`src/rtl/sram_mbist_pkg.sv`:
```
// Shared types and March C- element tables for the SRAM BIST controller.
package sram_mbist_pkg;

  typedef enum logic [2:0] {
    S_IDLE = 3'd0,
    S_INIT = 3'd1,
    S_RD   = 3'd2,
    S_CMP  = 3'd3,
    S_DONE = 3'd4
  } state_t;

  localparam logic [2:0] E0 = 3'd0;
  localparam logic [2:0] E1 = 3'd1;
  localparam logic [2:0] E2 = 3'd2;
  localparam logic [2:0] E3 = 3'd3;
  localparam logic [2:0] E4 = 3'd4;
  localparam logic [2:0] E5 = 3'd5;

  // Backgrounds are single bits replicated across the data word.
  localparam logic BG0 = 1'b0;
  localparam logic BG1 = 1'b1;

  typedef struct packed {
    state_t     state;
    logic [2:0] elem;
    logic       addr_first;
    logic       addr_last;
  } dbg_t;

  function automatic logic elem_is_down(input logic [2:0] e);
    return (e == E3) || (e == E4) || (e == E5);
  endfunction

  function automatic logic elem_exp_bg(input logic [2:0] e);
    return ((e == E2) || (e == E4)) ? BG1 : BG0;
  endfunction

  function automatic logic elem_has_write(input logic [2:0] e);
    return (e == E0) || (e == E1) || (e == E2) || (e == E3) || (e == E4);
  endfunction

  function automatic logic elem_wr_bg(input logic [2:0] e);
    return ((e == E1) || (e == E3)) ? BG1 : BG0;
  endfunction

endpackage

```
`src/rtl/sram_mbist_addr_gen.sv`:
```
// Loadable up/down address counter with first/last flags for the active direction.
module sram_mbist_addr_gen #(
  parameter int ADDR_W = 3
) (
  input  logic              clk,
  input  logic              rst,
  input  logic              load,
  input  logic [ADDR_W-1:0] load_val,
  input  logic              step,
  input  logic              down,
  output logic [ADDR_W-1:0] addr,
  output logic              first,
  output logic              last
);

  always_ff @(posedge clk or posedge rst) begin
    if (rst) begin
      addr <= '0;
    end else if (load) begin
      addr <= load_val;
    end else if (step) begin
      addr <= down ? addr - 1'b1 : addr + 1'b1;
    end
  end

  assign first = down ? (addr == {ADDR_W{1'b1}}) : (addr == '0);
  assign last  = down ? (addr == '0) : (addr == {ADDR_W{1'b1}});

endmodule

```
`src/rtl/sram_mbist.sv`:
```
// March C- BIST and functional access mux in front of a single-port SRAM.
// Build option: MBIST_STOP_ON_FAIL_EN ends the run at the first mismatch.
module sram_mbist
  import sram_mbist_pkg::*;
#(
  parameter int DATA_W = 8,
  parameter int ADDR_W = 3
) (
  input  logic              clk,
  input  logic              rst,
  input  logic              start,
  input  logic [DATA_W-1:0] func_din,
  input  logic [ADDR_W-1:0] func_addr,
  input  logic              func_wr_en,
  input  logic [DATA_W-1:0] mem_dout,
  output logic [DATA_W-1:0] mem_din,
  output logic [ADDR_W-1:0] mem_addr,
  output logic              mem_wr_en,
  output logic              busy,
  output logic              done,
  output logic              pass,
  output logic [ADDR_W-1:0] fail_addr,
  output logic [7:0]        err_cnt,
  output dbg_t              dbg
);

  state_t            state, state_nxt;
  logic [2:0]        elem, elem_nxt;
  logic              ag_load, ag_step, ag_down;
  logic [ADDR_W-1:0] ag_load_val, addr;
  logic              addr_first, addr_last;
  logic              bist_wr;
  logic [DATA_W-1:0] bist_din;
  logic              mismatch, stop_hit, start_ok;

  sram_mbist_addr_gen #(.ADDR_W(ADDR_W)) u_addr_gen (
    .clk      (clk),
    .rst      (rst),
    .load     (ag_load),
    .load_val (ag_load_val),
    .step     (ag_step),
    .down     (ag_down),
    .addr     (addr),
    .first    (addr_first),
    .last     (addr_last)
  );

  // start/done handshake: start is accepted only while not busy; done holds until the next accepted start.
  assign start_ok = start && ((state == S_IDLE) || (state == S_DONE));
  assign mismatch = (state == S_CMP) && (mem_dout != {DATA_W{elem_exp_bg(elem)}});

`ifdef MBIST_STOP_ON_FAIL_EN
  assign stop_hit = mismatch;
`else
  assign stop_hit = 1'b0;
`endif

  always_ff @(posedge clk or posedge rst) begin
    if (rst) begin
      state <= S_IDLE;
      elem  <= E0;
    end else begin
      state <= state_nxt;
      elem  <= elem_nxt;
    end
  end

  always_comb begin
    state_nxt   = state;
    elem_nxt    = elem;
    ag_load     = 1'b0;
    ag_load_val = '0;
    ag_step     = 1'b0;
    ag_down     = elem_is_down(elem);
    bist_wr     = 1'b0;
    bist_din    = '0;
    case (state)
      S_IDLE, S_DONE: begin
        if (start) begin
          state_nxt = S_INIT;
          elem_nxt  = E0;
          ag_load   = 1'b1;
        end
      end
      S_INIT: begin
        bist_wr  = 1'b1;
        bist_din = {DATA_W{BG0}};
        if (addr_last) begin
          state_nxt = S_RD;
          elem_nxt  = E1;
          ag_load   = 1'b1;
        end else begin
          ag_step = 1'b1;
        end
      end
      S_RD: state_nxt = S_CMP;
      S_CMP: begin
        if (stop_hit) begin
          state_nxt = S_DONE;
        end else begin
          bist_wr  = elem_has_write(elem);
          bist_din = {DATA_W{elem_wr_bg(elem)}};
          if (!addr_last) begin
            ag_step   = 1'b1;
            state_nxt = S_RD;
          end else if (elem == E5) begin
            state_nxt = S_DONE;
          end else begin
            // Next element restarts at the low or high end depending on its direction.
            elem_nxt    = elem + 3'd1;
            state_nxt   = S_RD;
            ag_load     = 1'b1;
            ag_load_val = elem_is_down(elem + 3'd1) ? {ADDR_W{1'b1}} : '0;
          end
        end
      end
      default: state_nxt = S_IDLE;
    endcase
  end

  always_ff @(posedge clk or posedge rst) begin
    if (rst) begin
      err_cnt   <= '0;
      fail_addr <= '0;
    end else if (start_ok) begin
      err_cnt   <= '0;
      fail_addr <= '0;
    end else if (mismatch) begin
      if (err_cnt != 8'hFF) err_cnt <= err_cnt + 8'd1;
      if (err_cnt == 8'd0) fail_addr <= addr;
    end
  end

  assign busy = (state == S_INIT) || (state == S_RD) || (state == S_CMP);
  assign done = (state == S_DONE);
  assign pass = done && (err_cnt == 8'd0);

  assign mem_din   = busy ? bist_din : func_din;
  assign mem_addr  = busy ? addr : func_addr;
  assign mem_wr_en = busy ? bist_wr : func_wr_en;

  always_comb begin
    dbg.state      = state;
    dbg.elem       = elem;
    dbg.addr_first = addr_first;
    dbg.addr_last  = addr_last;
  end

endmodule

```
`config.mk`:
```
export PLATFORM = sky130hd
export DESIGN_NAME = sram_mbist
export DESIGN_NICKNAME = d
export VERILOG_FILES = /design/src/rtl/sram_mbist_pkg.sv /design/src/rtl/sram_mbist_addr_gen.sv /design/src/rtl/sram_mbist.sv
export SDC_FILE = /design/constraint.sdc
export NUM_CORES = 1
export LEC_CHECK = 0
export CAP_MARGIN = 25
export CELL_PAD_IN_SITES_DETAIL_PLACEMENT = 0
export CELL_PAD_IN_SITES_GLOBAL_PLACEMENT = 1
export CORE_MARGIN = 1
export CORE_UTILIZATION = 28
export DETAILED_ROUTE_END_ITERATION = 12
export PLACE_DENSITY = 0.82
export SLEW_MARGIN = 5
export SYNTH_ARGS = -nofsm -noshare
export SYNTH_HDL_FRONTEND = slang
export SYNTH_SLANG_ARGS = --single-unit
```
`constraint.sdc`:
```
create_clock -name clk -period 2.3 [get_ports clk]
set_input_delay 0.46 -clock clk [delete_from_list [all_inputs] [get_ports clk]]
set_output_delay 0.46 -clock clk [all_outputs]
set_load 0.02 [all_outputs]
```
==> results of run 1 <==
==> per-stage QoR <==
| step | setup TNS, ns | cell area [um2] | cells |
|---|---|---|---|
| global placement | -0.260 | 2370 | 337 |
| global route | -0.0788 | 2490 | 344 |
| finish | 0 | 2490 | 344 |
| floorplan | 0 | 1530 | 187 |
| CTS | -0.137 | 2410 | 342 |
| detailed placement | -0.304 | 2370 | 337 |
==> repair_timing <==
item | CTS | global route
setup buffers | 1 | 2
pin swaps | 0 | 10
resized for setup | 26 | 24
setup endpoints to repair | 20 | 14
==> routing by layer <==
layer	up-vias	share of wire [%]
met4	0	1.1
li1	849	-
met1	833	48
met5	-	0
met2	34	48
met3	4	3.6
==> cells in the mapped netlist, drive strengths merged, types with 2 or more instances <==
master    n  share of area, %
or3       2              0.82
a22o      2               1.2
a2111oi   2               1.2
o31ai     3               1.5
o22ai     2              0.82
inv      12               3.0
a311oi    2               1.2
ha        7               5.8
mux2i     4               3.5
a21oi    12               4.0
a21o      9               4.4
clkbuf    4              0.99
nand3    11               3.6
and3      5               2.1
nor3      8               3.0
nand2    28               6.9
nor3b     2              0.99
or2       3               1.2
nand4     2              0.82
buf       6               2.9
dfrtp    20                33
o21ai    12               4.0
nor2      8               2.0
or4       3               1.5
==> power by group <==
group          switching (mW)  internal (mW)
Clock                   0.108          0.123
Sequential             0.0926          0.472
Combinational            1.22           1.09
Total                    1.42           1.68
==> flip-flops by register name, indices dropped and copies added (netlist names) <==
name / cells
fail_addr: 3
err_cnt: 8
u_addr_gen.addr: 3
state: 3
elem: 3
==> cell type report <==
| class | instances | share of cell area, % |
|---|---|---|
| Timing Repair Buffer | 93 | 32.7 |
| Sequential cell | 20 | 20.2 |
| Multi-Input combinational cell | 145 | 40.0 |
| Tap cell | 70 | 3.52 |
| Clock buffer | 4 | 1.81 |
| Inverter | 12 | 1.81 |
==> how the worst max path moves through the flow <==
| stage | from | endpoint | slack [ns] | depth (start not counted) |
|---|---|---|---|---|
| after global placement | elem[0] | dbg[0] | -0.15 | 6 |
| after detailed placement | elem[0] | dbg[0] | -0.17 | 6 |
| final | elem[0] | u_addr_gen.addr[2] | 0.06 | 11 |
| after global routing | elem[0] | u_addr_gen.addr[2] | -0.05 | 11 |
| after CTS | elem[0] | dbg[0] | -0.14 | 6 |
| after floorplan | elem[0] | u_addr_gen.addr[2] | 0.03 | 11 |
==> critical path: stages (launching register included) <==
cell	delay, ns
dfrtp_2	0.44
inv_2	0.07
ha_4	0.17
or3b_4	0.41
nand2_4	0.10
inv_2	0.04
fa_2	0.38
inv_2	0.08
nand3_2	0.06
a21oi_2	0.13
a32oi_1	0.10
o22ai_1	0.18
==> cell families after synthesis <==
kind of cell,share of synthesized area (%)
AOI/OAI and AO/OA,23.0
adders and majority gates,7.08
buffers and inverters,6.84
DFF,32.9
muxes,3.46
and+or+nand+nor,26.7
==> flow_summary.toml, run 1 <==
[synthesis]
synth_area_per_cell_um2 = 8.12
syn_area_mm2 = 0.00152
yosys.cell_types.count = 46
synth_seq_cells = 20
synth-edff-count = 0
synth_cells = 187
yosys_warnings = 0
ys.flop_type = "dfrtp_1"
syn-num-nets = 218
synth.yosys.seq_area_share_pct = 32.9
synthArstFlopShare_pct = 100

[pwr]
p_total_mw = 3.11
vdd_ir_drop_max_uv = 621
p_per_area_mw_per_mm2 = 1250
leakage_nw = 1.17

[worst_setup_path]
cp-start-kind = "flip-flop"
reg2reg_slack_ns = 0.06
crit_type = "flip-flop to flip-flop"
r2r_start = "elem[0]"
worstReg2RegEnd = "u_addr_gen.addr[2]"
path_max_fanout = 5
crit_required_ns = 2.47
worstPathArrival_ns = 2.41
worst-r2r-cell-count = 11
critPathCaptureType = "flip-flop"

[placement]
dp_hpwl_mm = 3.59
gp_congestion = 0.849
portBuffers = 56
place_ws_ns = -0.174

[global_route]
use_met1_pct = 22.8
grt_first_pass_wirelength_mm = 7.23
grt_max_degree = 21
use_met2_pct = 27.0
antenna_found_initial = 0
gr-total-overflow = 0
grt_pass1_vias = 1617
met3_usage_pct = 2.65
top_usage_layer = "met2"
track_usage_pct = 16.5

[sta]
period_needed_ns = 2.24
fin_crit_sh_pct = 97.3
finClkSkew_ns = 0.00526
fin_ws_ns = 0.0621
rsz0062_at_grt = "yes"
max_slew_margin_pct = 67.1
slew_violations = 0
whs_ns = 0.530
max_freq_mhz = 447
setup_violations = 0
max_slew.worst_pin.slew_ns = 0.493
hold_viol = 0

[die]
die_w_um = 75.7
core-area_mm2 = 0.00517
dieArea_mm2 = 0.00572
rows = 26
boundaryPins = 57
die_h_um = 75.7
initial_core_util_pct = 29.4

[run]
cap_violations = 0

[cells_and_area]
drive_above_1_share_pct = 25.2
fin_nets = 306
diodes = 0
final_common_cell = "clkdlybuf4s50_1"
multiInputGateArea_um2 = 996
area_growth_pct = 63.9
final_cell_mix = "clkdlybuf4s50_1 (40), buf_4 (38), nand2_1 (27)"
fillers = 503
final_util_pct = 48.1
seq_area_um2 = 503

[route]
viasPerCell = 5.00
wire_per_inst_um = 13.2
vias = 1720
wl_mm = 4.54
antenna_left = 0
dr.pass1.iters = 4
drt_iter0_drc = 107
drc = 0

[cts]
htree_levels = 1
cts.sinks = 20
ctsHoldBuffers = 0
cts_tree = "done"
cts_made_buffers = 3
clk_path_buf_depth = 2
root_buffer = "clkbuf_8"
clk_pin_slew_ns = 0.07
insertion_delay_ns = 0.26

[status]
outcome = "completed"

[worst_hold_path]
holdCritPathClass = "input pin to async pin"
Power figures use the tool's default switching activity.
==> run 2, diff against run 1 <==
Settings changed: CTS_BUF_LIST from default to sky130_fd_sc_hd__clkbuf_16, MAX_ROUTING_LAYER from default to met4, SETUP_SLACK_MARGIN from default to 0.1.
==> flow_summary.toml, run 2 (synthesized netlist as in run 1, its figures left out) <==
[cells_and_area]
stdcell_count = 348
diodes = 0
final_area_mm2 = 0.00264
drive_above_1_share_pct = 29.9
fin_nets = 310
area_growth_pct = 74.0
largest_reg_flops = 8
regMostFlops = "err_cnt"
final_util_pct = 51.1
final_cell_mix = "clkdlybuf4s50_1 (39), buf_4 (39), nand2_1 (27)"

[run]
cap_violations = 0

[worst_hold_path]
holdCritPathClass = "input pin to async pin"

[global_route]
grt_max_degree = 21
antenna_found_initial = 0
grt_pass1_vias = 1567
gr-total-overflow = 0
track_usage_pct = 18.0
grt_first_pass_wirelength_mm = 7.55

[route]
viasPerCell = 4.99
drc = 0
drt_iter0_drc = 90
wl_mm = 4.85
antenna_left = 0
wire_per_inst_um = 13.9
dr.pass1.iters = 4
vias = 1738

[sta]
max_slew_margin_pct = 70.6
finalSetupTns_ns = 0
slew_violations = 0
max_freq_mhz = 435
finClkSkew_ns = 0.00723
fin_crit_sh_pct = 99.9
setup_violations = 0
max_slew.worst_pin.slew_ns = 0.441
hold_viol = 0
rsz0062_at_grt = "yes"
period_needed_ns = 2.30

[die]
core-area_mm2 = 0.00517
initial_core_util_pct = 29.4
die_h_um = 75.7
rows = 26
dieArea_mm2 = 0.00572
boundaryPins = 57
die_w_um = 75.7

[worst_setup_path]
reg2reg_slack_ns = 0.02
crit_type = "flip-flop to primary output"
path_max_fanout = 4
crit_required_ns = 1.84
worstPathArrival_ns = 1.84
critPathCaptureType = "primary output"
cp-start-kind = "flip-flop"

[placement]
placed_cells = 336
placed_area_mm2 = 0.00239
gp_congestion = 0.874
portBuffers = 56
dp_hpwl_mm = 3.52

[cts]
htree_levels = 1
cts.sinks = 20
ctsHoldBuffers = 0
cts_tree = "done"
insertion_delay_ns = 0.25
cts_made_buffers = 3
clk_pin_slew_ns = 0.06
clk_path_buf_depth = 2
root_buffer = "clkbuf_16"

[status]
outcome = "completed"

[pwr]
p_per_area_mw_per_mm2 = 1270
leakage_nw = 1.23
p_total_mw = 3.36
vdd_ir_drop_max_uv = 492
==> run 2: repair_timing <==
item | CTS | global route
setup buffers | 4 | 4
endpoints found under the setup margin | 19 | 23
gates resized for setup | 37 | 37
pin swaps | 10 | 8
==> run 2: metrics by stage <==
| stage | setup slack (ns) | hold WS, ns |
|---|---|---|
| after detailed placement | -0.176 | 0.535 |
| after global routing | -0.0627 | 0.582 |
| final | 0.00238 | 0.534 |
| after global placement | -0.126 | 0.530 |
| after CTS | 0.0111 | 0.542 |
| after floorplan | 0.115 | 0.424 |
==> run 2: layout make-up <==
| cell class | instances | area, um2 |
|---|---|---|
| Clock inverter | 1 | 3.75 |
| Inverter | 12 | 45.0 |
| Fill cell | 483 | 2530 |
| Multi-Input combinational cell | 145 | 1070 |
| Sequential cell | 20 | 503 |
| Clock buffer | 3 | 75.1 |
| Tap cell | 70 | 87.6 |
| Timing Repair Buffer | 97 | 856 |
==> run 2: critical path: stages, from the launching register on <==
cell and delay [ns]:
dfrtp_2 0.42, inv_2 0.07, ha_4 0.17, or3b_4 0.38, buf_4 0.15, a21oi_4 0.13
or2_4 0.16, buf_6 0.11
==> run 2: final timing paths <==
check,start,endpoint,cells past startpoint
worst max-delay path,elem[0],dbg[0],7
worst min-delay path,rst,elem[2],3
worst max register to register,elem[0],u_addr_gen.addr[2],11
worst min register to register,state[2],state[1],1
max in group asynchronous,rst,elem[1],3
min in group clk,state[2],state[1],1
==> run 2: report_power, final <==
part	leakage (nW)	switching, mW	internal [mW]
logic	0.929	1.30	1.14
clock network	0.0423	0.125	0.231
registers	0.257	0.0900	0.473
==> run 2: routing by layer <==
metal,share of wire (%),up-vias,GRT usage (%)
li1,-,860,-
met1,48,833,26.1
met2,46,38,26.2
met3,4.8,7,3.57
met4,1.1,0,3.09
met5,0,-,-
==> run 3, diff against run 2 <==
--- a/config.mk
+++ b/config.mk
@@ -6,13 +6,14 @@
 export NUM_CORES = 1
 export LEC_CHECK = 0
+export ABC_AREA = 1
 export CAP_MARGIN = 25
 export CELL_PAD_IN_SITES_DETAIL_PLACEMENT = 0
 export CELL_PAD_IN_SITES_GLOBAL_PLACEMENT = 1
 export CORE_MARGIN = 1
-export CORE_UTILIZATION = 28
+export CORE_UTILIZATION = 29
 export CTS_BUF_LIST = sky130_fd_sc_hd__clkbuf_16
 export DETAILED_ROUTE_END_ITERATION = 12
 export MAX_ROUTING_LAYER = met4
-export PLACE_DENSITY = 0.82
+export PLACE_DENSITY = 0.84
 export SETUP_SLACK_MARGIN = 0.1
 export SLEW_MARGIN = 5
==> constraint.sdc (replaced) <==
create_clock -name clk -period 2.3 [get_ports clk]
set_input_delay 0.345 -clock clk [delete_from_list [all_inputs] [get_ports clk]]
set_output_delay 0.345 -clock clk [all_outputs]
set_load 0.02 [all_outputs]
==> flow_summary.toml, run 3 <==
[status]
outcome = "completed"

[global_route]
gr-total-overflow = 0
grt_pass1_vias = 1560
grt_first_pass_wirelength_mm = 7.41
grt_max_degree = 22
track_usage_pct = 15.3
antenna_found_initial = 0

[sta]
period_needed_ns = 2.18
hold_viol = 0
setup_violations = 0
finalSetupTns_ns = 0
fin_crit_sh_pct = 94.9
max_slew_margin_pct = 77.3
max_slew.worst_pin.slew_ns = 0.341
rsz0062_at_grt = "yes"
max_freq_mhz = 458
finClkSkew_ns = 0.00187
slew_violations = 0

[synthesis]
yosysTopAreaCell = "dfrtp_1"
synth_xor_area_share_pct = 2.53
yosys_warnings = 0
yosys.cell_types.count = 31
synth_area_per_cell_um2 = 7.02
yosysMostFrequentCell = "nand2_1"
syn-num-nets = 277
synthTopCellsByCount = "nand2_1 (67), nand3_1 (29), inv_1 (24)"
synthTopCellsByArea = "dfrtp_1 (29%), nand2_1 (15%), nand3_1 (8.4%)"
synth_cells = 246
synth.yosys.seq_area_share_pct = 29.0
ys.flop_type = "dfrtp_1"
synth-simple-area-share_pct = 44.8
synth_compound_area_share_pct = 7.60
synth_seq_cells = 20
synth_mux_area_share_pct = 0.579
netlist.area_leader.share_pct = 29.0
synth-edff-count = 0
synthArstFlopShare_pct = 100
synthAdderAreaFrac_pct = 6.23
syn_area_mm2 = 0.00173
synth_top_family_by_area = "simple AND/OR/NAND/NOR gates"

[cells_and_area]
final_common_cell = "nand2_1"
drive_above_1_share_pct = 18.5
fin_nets = 340
stdcell_count = 380
multiInputGateArea_mm2 = 0.00107
final_cell_mix = "nand2_1 (67), clkdlybuf4s50_1 (40), nand3_1 (29)"
fillers = 596
area_growth_pct = 41.8
largest_reg_flops = 8
seq_area_um2 = 503
regMostFlops = "err_cnt"
diodes = 0

[route]
viasPerCell = 4.64
antenna_left = 0
vias = 1764
drc = 0
drt_iter0_drc = 65
wire_per_inst_um = 11.7
wl_mm = 4.45
dr.pass1.iters = 4

[placement]
dp_hpwl_mm = 3.42
portBuffers = 56
placed_cells = 372
gp_congestion = 0.857

[die]
rows = 27
boundaryPins = 57
initial_core_util_pct = 30.8
dieArea_mm2 = 0.00627
core-area_mm2 = 0.00561
die_w_um = 79.2
die_h_um = 79.2

[worst_setup_path]
cp_cell_sequence = "inv_1, ha_2, nand2_2, nand2_1, nor2_2, nand2_2, nand2_4, inv_2, dlygate4sd2_1"
worstPathArrival_ns = 1.84
cpPeakStageDelay_ns = 0.42
crit_type = "flip-flop to primary output"
crit_required_ns = 1.96
cp_common_cell = "nand2_2"
critPathCaptureType = "primary output"
slowest_stage = "dfrtp_1"
path_max_fanout = 6
cp-start-kind = "flip-flop"

[cts]
clk_path_buf_depth = 2
htree_levels = 1
cts.sinks = 20
clk_pin_slew_ns = 0.06
root_buffer = "clkbuf_16"
cts_made_buffers = 3
ctsHoldBuffers = 0
insertion_delay_ns = 0.25
cts_tree = "done"

[worst_hold_path]
holdCritPathClass = "input pin to async pin"

[pwr]
p_per_area_mw_per_mm2 = 1290
vdd_ir_drop_max_uv = 576
leakage_nw = 1.23

[run]
cap_violations = 0
==> run 3: cell types whose count changed after synthesis, moves of 5 or more <==
| cell | delta |
|---|---|
| nand2_1 | +39 |
| a21o_1 | -9 |
| and3_1 | -5 |
| nor2_1 | +14 |
| nand3_1 | +18 |
| a21oi_1 | -9 |
| o21ai_1 | +5 |
| inv_2 | +6 |
| nand2_2 | +8 |
| inv_1 | +12 |
==> run 3: what timing repair did <==
item | 4_1_cts | 5_1_grt
setup buffers | 2 | 2
gates resized for setup | 19 | 25
pin swaps | 0 | 1
setup endpoints to repair | 16 | 14
==> run 3: final cells by class <==
| type | count | area share [%] |
|---|---|---|
| tap | 72 | 3.68 |
| sequential | 20 | 20.5 |
| inverter | 30 | 4.75 |
| multi-input combinational | 189 | 43.9 |
| timing repair buffer | 65 | 24.0 |
| clock buffer | 3 | 3.06 |
| clock inverter | 1 | 0.153 |
==> run 3: final timing paths <==
path | slack [ns] | endpoint | cells after the start | startpoint
max | 0.12 | dbg[0] | 9 | elem[1]
min | 0.42 | err_cnt[5] | 3 | rst
max reg2reg | 0.31 | u_addr_gen.addr[2] | 12 | elem[1]
min reg2reg | 0.48 | fail_addr[2] | 2 | fail_addr[2]
max in group asynchronous | 1.63 | elem[0] | 3 | rst
min in group clk | 0.48 | fail_addr[2] | 2 | fail_addr[2]
==> run 3: worst max-delay path, delay by kind of cell (launching register included) <==
family	cells	cell delay [ns]
fa+ha+maj	1	0.21
flops	1	0.42
simple gates	5	0.51
buf+inv	3	0.45
==> run 3: power by group <==
group	internal [mW]	total [mW]	switching [mW]
clock network	0.232	0.371	0.139
registers	0.472	0.610	0.138
logic	0.840	2.17	1.33
total	1.54	3.15	1.61
==> run 3: cell families after synthesis <==
group	count (synthesis)
flops	20
buf+inv	37
mux	1
simple gates	150
compound gates	25
fa+ha+maj	8
xor+xnor	5
==> run 3: per-stage QoR <==
stage	instance area, um2	total power, mW	utilization, %	hold WS (ns)	setup slack [ns]
2_1_floorplan	1730	2.07	-	0.309	0.252
3_3_place_gp	2370	2.81	42.2	0.468	0.123
3_5_place_dp	2370	2.83	42.2	0.464	0.0310
4_1_cts	2460	3.17	43.9	0.438	0.0367
5_1_grt	2450	3.42	43.7	0.452	0.00210
6_report	2450	3.15	43.7	0.425	0.117
==> run 3: metal layers <==
metal	up-vias	global-route usage, %	part of all wire [%]
li1	911	-	-
met1	806	21.6	52
met2	45	22.9	42
met3	2	2.07	5.0
met4	0	3.82	0.34
met5	-	-	0
